[config.mk]
export PLATFORM = sky130hd
export DESIGN_NAME = mult_div_unit_flat
export DESIGN_NICKNAME = d
export VERILOG_FILES = /design/src/rtl/mult_div_unit_if.sv /design/src/rtl/mult_div_unit.sv /design/src/flat_wrapper.sv
export SDC_FILE = /design/constraint.sdc
export NUM_CORES = 1
export LEC_CHECK = 0
export CAP_MARGIN = 20
export CORE_MARGIN = 3
export CORE_UTILIZATION = 54
export CTS_CLUSTER_SIZE = 20
export DETAILED_ROUTE_END_ITERATION = 16
export PLACE_DENSITY = 0.82
export SETUP_SLACK_MARGIN = 0.02
export SLEW_MARGIN = 25
export SYNTH_ARGS = -nofsm -noshare
export SYNTH_HDL_FRONTEND = slang
export SYNTH_SLANG_ARGS = --single-unit
[constraint.sdc]
create_clock -name CLK -period 6.8 [get_ports CLK]
set_clock_uncertainty 0.1 [all_clocks]
set_input_delay 1.02 -clock CLK [delete_from_list [all_inputs] [get_ports CLK]]
set_output_delay 1.02 -clock CLK [all_outputs]
set_load 0.005 [all_outputs]
[src/rtl/mult_div_unit_if.sv]
// Request/result bundle between the sequence controller and the iterative
// signed multiply/divide unit.
interface mult_div_unit_if #(
  parameter int WIDTH = 32
);
  logic             mult_start;
  logic             div_start;
  logic [WIDTH-1:0] op_a;
  logic [WIDTH-1:0] op_b;
  logic [WIDTH-1:0] hi_res;
  logic [WIDTH-1:0] lo_res;
  logic             mult_div_done;
  logic             busy;
  logic             div_zero;

  modport master (
    output mult_start, div_start, op_a, op_b,
    input  hi_res, lo_res, mult_div_done, busy, div_zero
  );

  modport slave (
    input  mult_start, div_start, op_a, op_b,
    output hi_res, lo_res, mult_div_done, busy, div_zero
  );
endinterface

[src/rtl/mult_div_unit.sv]
// Iterative signed multiply (radix-2 shift-add) and restoring divide, one bit
// per cycle, sharing a single 2*WIDTH accumulator.
module mult_div_unit #(
  parameter int WIDTH = 32
) (
  input  logic           CLK,
  input  logic           RST,
  mult_div_unit_if.slave bus
);
  localparam int CW = $clog2(WIDTH + 1);
  localparam logic [CW-1:0] CNT_INIT = CW'(WIDTH);
  localparam logic [CW-1:0] CNT_ONE  = CW'(1);

  typedef enum logic [1:0] {
    IDLE = 2'd0,
    MUL  = 2'd1,
    DIV  = 2'd2,
    DONE = 2'd3
  } state_e;

  state_e             state_q, state_d;
  logic [CW-1:0]      cnt_q, cnt_d;
  logic [2*WIDTH-1:0] acc_q, acc_d;
  logic [WIDTH-1:0]   b_q, b_d;
  logic               sign_q, sign_d;
  logic               rsign_q, rsign_d;
  logic [WIDTH-1:0]   hi_q, hi_d;
  logic [WIDTH-1:0]   lo_q, lo_d;
  logic               done_q, done_d;
  logic               busy_q, busy_d;
  logic               dz_q, dz_d;

  logic [WIDTH:0]     mul_sum_s;
  logic [WIDTH:0]     trial_s;
  logic [WIDTH-1:0]   diff_s;
  logic [2*WIDTH-1:0] step_mul_s;
  logic [2*WIDTH-1:0] step_div_s;

  // Unsigned magnitude; the most negative value maps to 2^(WIDTH-1).
  function automatic logic [WIDTH-1:0] mag(input logic [WIDTH-1:0] v);
    mag = v[WIDTH-1] ? (-v) : v;
  endfunction

  // One shift-add or restoring-subtract iteration of the accumulator.
  always_comb begin
    mul_sum_s  = {1'b0, acc_q[2*WIDTH-1:WIDTH]} + {1'b0, b_q};
    trial_s    = acc_q[2*WIDTH-1:WIDTH-1];
    diff_s     = trial_s[WIDTH-1:0] - b_q;
    step_mul_s = acc_q[0] ? {mul_sum_s, acc_q[WIDTH-1:1]}
                          : {1'b0, acc_q[2*WIDTH-1:1]};
    if (trial_s >= {1'b0, b_q}) begin
      step_div_s = {diff_s, acc_q[WIDTH-2:0], 1'b1};
    end else begin
      step_div_s = {trial_s[WIDTH-1:0], acc_q[WIDTH-2:0], 1'b0};
    end
  end

  // Next-state, datapath load and result write-back.
  always_comb begin
    state_d = state_q;
    cnt_d   = cnt_q;
    acc_d   = acc_q;
    b_d     = b_q;
    sign_d  = sign_q;
    rsign_d = rsign_q;
    hi_d    = hi_q;
    lo_d    = lo_q;
    dz_d    = dz_q;
    done_d  = 1'b0;
    busy_d  = 1'b0;
    case (state_q)
      IDLE: begin
        if (bus.mult_start) begin
          state_d = MUL;
          acc_d   = {{WIDTH{1'b0}}, mag(bus.op_a)};
          b_d     = mag(bus.op_b);
          sign_d  = bus.op_a[WIDTH-1] ^ bus.op_b[WIDTH-1];
          rsign_d = 1'b0;
          cnt_d   = CNT_INIT;
          dz_d    = 1'b0;
          busy_d  = 1'b1;
        end else if (bus.div_start) begin
          if (bus.op_b == {WIDTH{1'b0}}) begin
            state_d = DONE;
            hi_d    = bus.op_a;
            lo_d    = {WIDTH{1'b1}};
            dz_d    = 1'b1;
            done_d  = 1'b1;
          end else begin
            state_d = DIV;
            acc_d   = {{WIDTH{1'b0}}, mag(bus.op_a)};
            b_d     = mag(bus.op_b);
            sign_d  = bus.op_a[WIDTH-1] ^ bus.op_b[WIDTH-1];
            rsign_d = bus.op_a[WIDTH-1];
            cnt_d   = CNT_INIT;
            dz_d    = 1'b0;
            busy_d  = 1'b1;
          end
        end else begin
          state_d = IDLE;
        end
      end
      MUL: begin
        acc_d = step_mul_s;
        cnt_d = cnt_q - CNT_ONE;
        if (cnt_q == CNT_ONE) begin
          state_d      = DONE;
          {hi_d, lo_d} = sign_q ? (-step_mul_s) : step_mul_s;
          done_d       = 1'b1;
        end else begin
          busy_d = 1'b1;
        end
      end
      DIV: begin
        acc_d = step_div_s;
        cnt_d = cnt_q - CNT_ONE;
        if (cnt_q == CNT_ONE) begin
          state_d = DONE;
          lo_d    = sign_q  ? (-step_div_s[WIDTH-1:0]) : step_div_s[WIDTH-1:0];
          hi_d    = rsign_q ? (-step_div_s[2*WIDTH-1:WIDTH]) : step_div_s[2*WIDTH-1:WIDTH];
          done_d  = 1'b1;
        end else begin
          busy_d = 1'b1;
        end
      end
      DONE: begin
        state_d = IDLE;
      end
      default: begin
        state_d = IDLE;
      end
    endcase
  end

  // State and output registers.
  always_ff @(posedge CLK or posedge RST) begin
    if (RST) begin
      state_q <= IDLE;
      cnt_q   <= {CW{1'b0}};
      acc_q   <= {(2*WIDTH){1'b0}};
      b_q     <= {WIDTH{1'b0}};
      sign_q  <= 1'b0;
      rsign_q <= 1'b0;
      hi_q    <= {WIDTH{1'b0}};
      lo_q    <= {WIDTH{1'b0}};
      done_q  <= 1'b0;
      busy_q  <= 1'b0;
      dz_q    <= 1'b0;
    end else begin
      state_q <= state_d;
      cnt_q   <= cnt_d;
      acc_q   <= acc_d;
      b_q     <= b_d;
      sign_q  <= sign_d;
      rsign_q <= rsign_d;
      hi_q    <= hi_d;
      lo_q    <= lo_d;
      done_q  <= done_d;
      busy_q  <= busy_d;
      dz_q    <= dz_d;
    end
  end

  assign bus.hi_res        = hi_q;
  assign bus.lo_res        = lo_q;
  assign bus.mult_div_done = done_q;
  assign bus.busy          = busy_q;
  assign bus.div_zero      = dz_q;
endmodule
[src/flat_wrapper.sv]
// flat-port wrapper written by rule: the top's interface ports become plain ports
module mult_div_unit_flat 
#(
  parameter int WIDTH = 32
)
  (CLK, RST, bus_mult_start, bus_div_start, bus_op_a, bus_op_b, bus_hi_res, bus_lo_res, bus_mult_div_done, bus_busy, bus_div_zero);
  mult_div_unit_if #(.WIDTH(WIDTH)) bus_i ();
  input  logic CLK;
  input  logic RST;
  input wire logic [$bits(bus_i.mult_start)-1:0] bus_mult_start;
  input wire logic [$bits(bus_i.div_start)-1:0] bus_div_start;
  input wire logic [$bits(bus_i.op_a)-1:0] bus_op_a;
  input wire logic [$bits(bus_i.op_b)-1:0] bus_op_b;
  output wire logic [$bits(bus_i.hi_res)-1:0] bus_hi_res;
  output wire logic [$bits(bus_i.lo_res)-1:0] bus_lo_res;
  output wire logic [$bits(bus_i.mult_div_done)-1:0] bus_mult_div_done;
  output wire logic [$bits(bus_i.busy)-1:0] bus_busy;
  output wire logic [$bits(bus_i.div_zero)-1:0] bus_div_zero;
  assign bus_i.mult_start = bus_mult_start;
  assign bus_i.div_start = bus_div_start;
  assign bus_i.op_a = bus_op_a;
  assign bus_i.op_b = bus_op_b;
  assign bus_hi_res = bus_i.hi_res;
  assign bus_lo_res = bus_i.lo_res;
  assign bus_mult_div_done = bus_i.mult_div_done;
  assign bus_busy = bus_i.busy;
  assign bus_div_zero = bus_i.div_zero;
  mult_div_unit #(.WIDTH(WIDTH)) u_core (.CLK(CLK), .RST(RST), .bus(bus_i));
endmodule
* After elaboration in Yosys (flattened, before gate mapping)
Cells that the tools add are included.
Storage, ports and cells: register bits after elaboration 173, input port bits 68, word-level logic and storage cells 98
Operators by class: $add $sub $neg 8, magnitude comparators 1, eq/ne operators 13, muxes and demuxes 53, bitwise gates (word level) 1, reductions and logical operators 11
Operators with widths (number):
- $mux 32 | 17
- $mux 64 | 6
- $pmux 32 s3 | 2
- $pmux 64 s3 | 1
- $neg 32->32 | 4
- $neg 64->64 | 1
- $add 32x32->33 | 1
- $ge 33x32->1 | 1
- $logic_not 32->1 | 1
- $sub 32x32->32 | 1
- $mux 6 | 3
- $mux 1 | 17
- $pmux 6 s2 | 1
- $reduce_and 3->1 | 3
- $ne 2x1->1 const B | 4
- $eq 6x1->1 const B | 1
- $mux 2 | 3
- $ne 2x2->1 const B | 3
- $ne 3x3->1 const B | 2
- $pmux 2 s3 | 1
- $reduce_and 6->1 | 1
- $sub 6x1->6 const B | 1
- $eq 2x2->1 const B | 2
- $pmux 1 s2 | 2
- other kinds (7) | 8

* Logic depth before layout (Yosys ltp)
depth in word-level cells 6, depth in mapped cells 21, gate-level depth less buffers 18

* Worst setup path after synthesis
OpenSTA, ideal clock, no wires.
kind reg-to-reg, from register u_core.acc_q[42], to register u_core.hi_q[24] (netlist: u_core.bus.hi_res[24]), setup time 0.135 ns, data arrival time 4.610 ns, data required time 6.565 ns, setup slack 1.955 ns, stages on the path, launching flop included 19, buffers on the path 3, cell sequence dfrtp_1 -> ha_1 -> clkbuf_2 -> nand2_1 -> o21ai_0 -> a221oi_1 -> a2111o_1 -> nand2_2 -> clkbuf_1 -> buf_1 -> mux2i_1 -> ha_1 -> inv_1 -> nor3_1 -> a21oi_1 -> o41ai_1 -> xor2_1 -> a221oi_1 -> o31ai_1
Between the ends: longest elaborated chain between the ends 6
Ends and longest elaborated chain:
- start, declared | RTL line mult_div_unit.sv:23 | logic [2*WIDTH-1:0] acc_q, acc_d;
- start signal, assigned | RTL line mult_div_unit.sv:140 | acc_q <= {(2*WIDTH){1'b0}};
- $add 32x32->33 (tied with other cells) | RTL line mult_div_unit.sv:46 | mul_sum_s = {1'b0, acc_q[2*WIDTH-1:WIDTH]} + {1'b0, b_q};
- $mux 64, on equally long branches | RTL line mult_div_unit.sv:49, mult_div_unit.sv:51
- $neg 64->64 / $neg 32->32 (equally long branches) | RTL line mult_div_unit.sv:108, mult_div_unit.sv:120
- $mux 64 / $mux 32 (equally long branches) | RTL line mult_div_unit.sv:108, mult_div_unit.sv:120
- $mux 32, on equally long branches | RTL line mult_div_unit.sv:106, mult_div_unit.sv:117
- $pmux 32 s3 * | RTL line mult_div_unit.sv:71 | case (state_q)
- end signal, assigned | RTL line mult_div_unit.sv:144 | hi_q <= {WIDTH{1'b0}};
- end signal, assigned | RTL line mult_div_unit.sv:156 | hi_q <= hi_d;
- end, declared | RTL line mult_div_unit.sv:27 | logic [WIDTH-1:0] hi_q, hi_d;
Mark *: on every way between the ends. The rest lies on a longest branch, timed or not. The select of a mux whose other input is x is not followed. A chain may end at the register's enable or synchronous reset.

* Worst setup path in the final report
from register u_core.acc_q[32], to register u_core.hi_q[23] (netlist: u_core.bus.hi_res[23])
The elaborated chain is that of the path after synthesis.

==> metrics <==
status=finished clean; drt drc=0; layout cells sized above 1=4.98%; Max VDD drop=0.439 mV; Clock power frac=8.2%; nets=2523; Net Sw Frac=56.0%; Yosys Warn Count=0; Worst EP arrival=6.02 ns; most frequent cells in the layout=nand2_1 (331), nor2_1 (197), o21ai_0 (173); CTS tree=yes; Slew Limit Fails=0; Gate power share=73.4%; clk root buf=clkbuf_16; largest net degree at the start of global routing=92; Fmax achieved=172 MHz; routed vias/inst=6.76; chip height=187 µm; area share of fa/ha/maj cells after synthesis=5.61%; # port buffers=134; largest family of logic cells by synthesized area=compound AO/OA/AOI/OAI gates; number of buffers on the longest clock path=2; CTS-repair resized insts=0; # hold bufs at CTS=0; Leak Pwr=7.82 nW; Worst Hold Class=reg -> reg; most common cell after layout, fill and taps aside=nand2_1; Post-Synth XOR/XNOR Area=9.22%; Core Util, Final=61.9%; Layout area overhead=11.6%; Cells after Synth=2368; initial antenna violation count=0; diode count=0; synth unique cells=89; Post-synth EDFFs=0; worst slew pin tran=1.06 ns; internal power=5.38 mW; I/O pins=135; type of the worst setup path=reg -> reg; DR WL/cell=21.9 µm; global route total overflow=0; TritonCTS Buffers=17; placed wire-length estimate=46400 µm; Post-synth ARST share=100%; Worst-Skew Late Latency=0.46 ns; filler instances=2905; Seq/Total Area, Yosys=24.5%; final setup violation count=0; PnR Total Power=12.2 mW; count of state elements after synthesis=173; Synth Area in Compound Gates=30.5%; Worst Setup End Kind=flop; Hold Violations, Final=0; post-synthesis mux area share=1.52%; Initial Utilization=55.4%; post-route insts no fill=2825; RSZ-0062 raised after global routing=no; Core ar.=0.0319 mm²; DP Area=0.0191 mm²; Final TNS setup=0 ns; DR iter-0 viols=2418; Most used DFF post-synth=dfrtp_1; Post-Synth Simple-Gate Area=22.9%; Sequential Power Share=18.4%; Worst Path Max Fanout=9; DRT antenna net count=0; final hold slack=0.377 ns; switching power total=6.84 mW; Post-CTS Setup Inserts=0; Final Cell Area=0.0197 mm²; CP Launch Type=flop; Worst-path clk slew=0.07 ns; syn_nets=2514; dpl cells=2793; Post-Syn Area per Cell=7.46 µm²; setup ws final=1.00 ns; H-Tree Level Count=4; first-pass GRT wire length=98100 µm; Chip Width=187 µm; clk sinks=173; number of global-route vias before repair=17703; Row Count=65; max cap viols=0; DR vias=19088; slew margin rel.=28.9%; total track usage=34.3%; GP Congestion=0.974; total die area=0.0349 mm²; fin crit share=85.3%; Place WS=1.07 ns; Worst Path Required=7.02 ns; pwr dens=619 mW/mm²; first-pass detailed-route iteration total=6; mapped cell area=0.0177 mm²; Final Routed Wirelength=61900 µm; Final min period=5.80 ns
final timing paths:
kind                                                   from                                end  slack [ns]  cells after the start
max in group asynchronous                               RST          u_core.sign_q$_DFFE_PP0P_        4.29                      3
min reg2reg                u_core.bus.lo_res[1]$_DFFE_PP0P_   u_core.bus.lo_res[1]$_DFFE_PP0P_        0.38                      2
min                        u_core.bus.lo_res[1]$_DFFE_PP0P_   u_core.bus.lo_res[1]$_DFFE_PP0P_        0.38                      2
min in group asynchronous                               RST   u_core.bus.hi_res[4]$_DFFE_PP0P_        1.02                      2
max reg2reg                    u_core.acc_q[32]$_DFFE_PP0P_  u_core.bus.hi_res[23]$_DFFE_PP0P_        1.00                     13
max                            u_core.acc_q[32]$_DFFE_PP0P_  u_core.bus.hi_res[23]$_DFFE_PP0P_        1.00                     13
per-layer routing:
metal  vias to the layer above  wire (µm)  track usage, %
met4                         0       1900            10.8
met3                       146       6020            5.64
met1                      9094      26500            48.3
met2                      1079      27500            54.3
li1                       8769          -               -
met5                         -          0               0
cells by family (layout without fill, tap and decap cells):
group / Yosys count / in the layout
DFF: 173 / 173
muxes: 26 / 26
adders and majority gates: 78 / 78
xor gates and xnor gates: 186 / 186
and+or+nand+nor: 855 / 855
AOI/OAI and AO/OA: 794 / 794
buffers and inverters: 256 / 278
critical path, cell delays in order (launching register included):
cell,delay [ns]
dfrtp_1,0.48
ha_1,0.27
fa_1,0.42
a211oi_1,0.58
nor2_1,0.13
xor2_1,0.22
a2111oi_0,0.83
nand3b_1,0.40
nor3_2,0.32
nand4_1,0.53
o31ai_1,0.49
xnor2_1,0.12
a221oi_1,0.62
o31ai_1,0.14
power by group through the flow:
stage / clock [mW] / combinational (mW) / sequential [mW]
floorplan: 0 / 6.49 / 1.83
global placement: 0 / 8.50 / 2.20
detailed placement: 0 / 8.69 / 2.21
CTS: 1.01 / 8.73 / 2.20
global route: 1.06 / 9.73 / 2.28
finish: 1.00 / 8.97 / 2.24
layout make-up:
cell class	instances	area [µm²]	share of cell area (%)
Multi-Input combinational cell	1939	12400	62.7
Clock inverter	13	134	0.679
Sequential cell	173	4330	22.0
Timing Repair Buffer	166	1590	8.08
Inverter	80	305	1.55
Tap cell	435	544	2.76
Clock buffer	19	443	2.25
registers in the layout, summed over array words and instances, names as in the netlist:
signal and cells:
u_core.bus.div_zero 1, u_core.bus.busy 1, u_core.bus.lo_res 32, u_core.state_q 2, u_core.b_q 32, u_core.bus.mult_div_done 1, u_core.acc_q 64, u_core.rsign_q 1
u_core.cnt_q 6, u_core.bus.hi_res 32, u_core.sign_q 1
cells in the mapped netlist (20+ instances only):
master      n  area [µm²]
o21ai_0   173         866
xor2_1     51         447
buf_2      30         150
o41ai_1    20         175
a21oi_1   149         746
nand2_1   331        1240
a21o_1     25         188
nor3_1     55         275
a31oi_1    24         150
clkbuf_1  131         492
a221oi_1   74         648
or3_1      33         206
o31ai_1   110         826
o21a_1     20         150
nand2b_1   20         125
nand4_1    34         213
inv_1      79         297
dfrtp_1   173        4330
a22oi_1    30         225
ha_1       76         951
nor2_1    197         739
nand3_1    42         210
a211oi_1   32         240
xnor2_1   135        1180
Power figures use the tool's default switching activity.
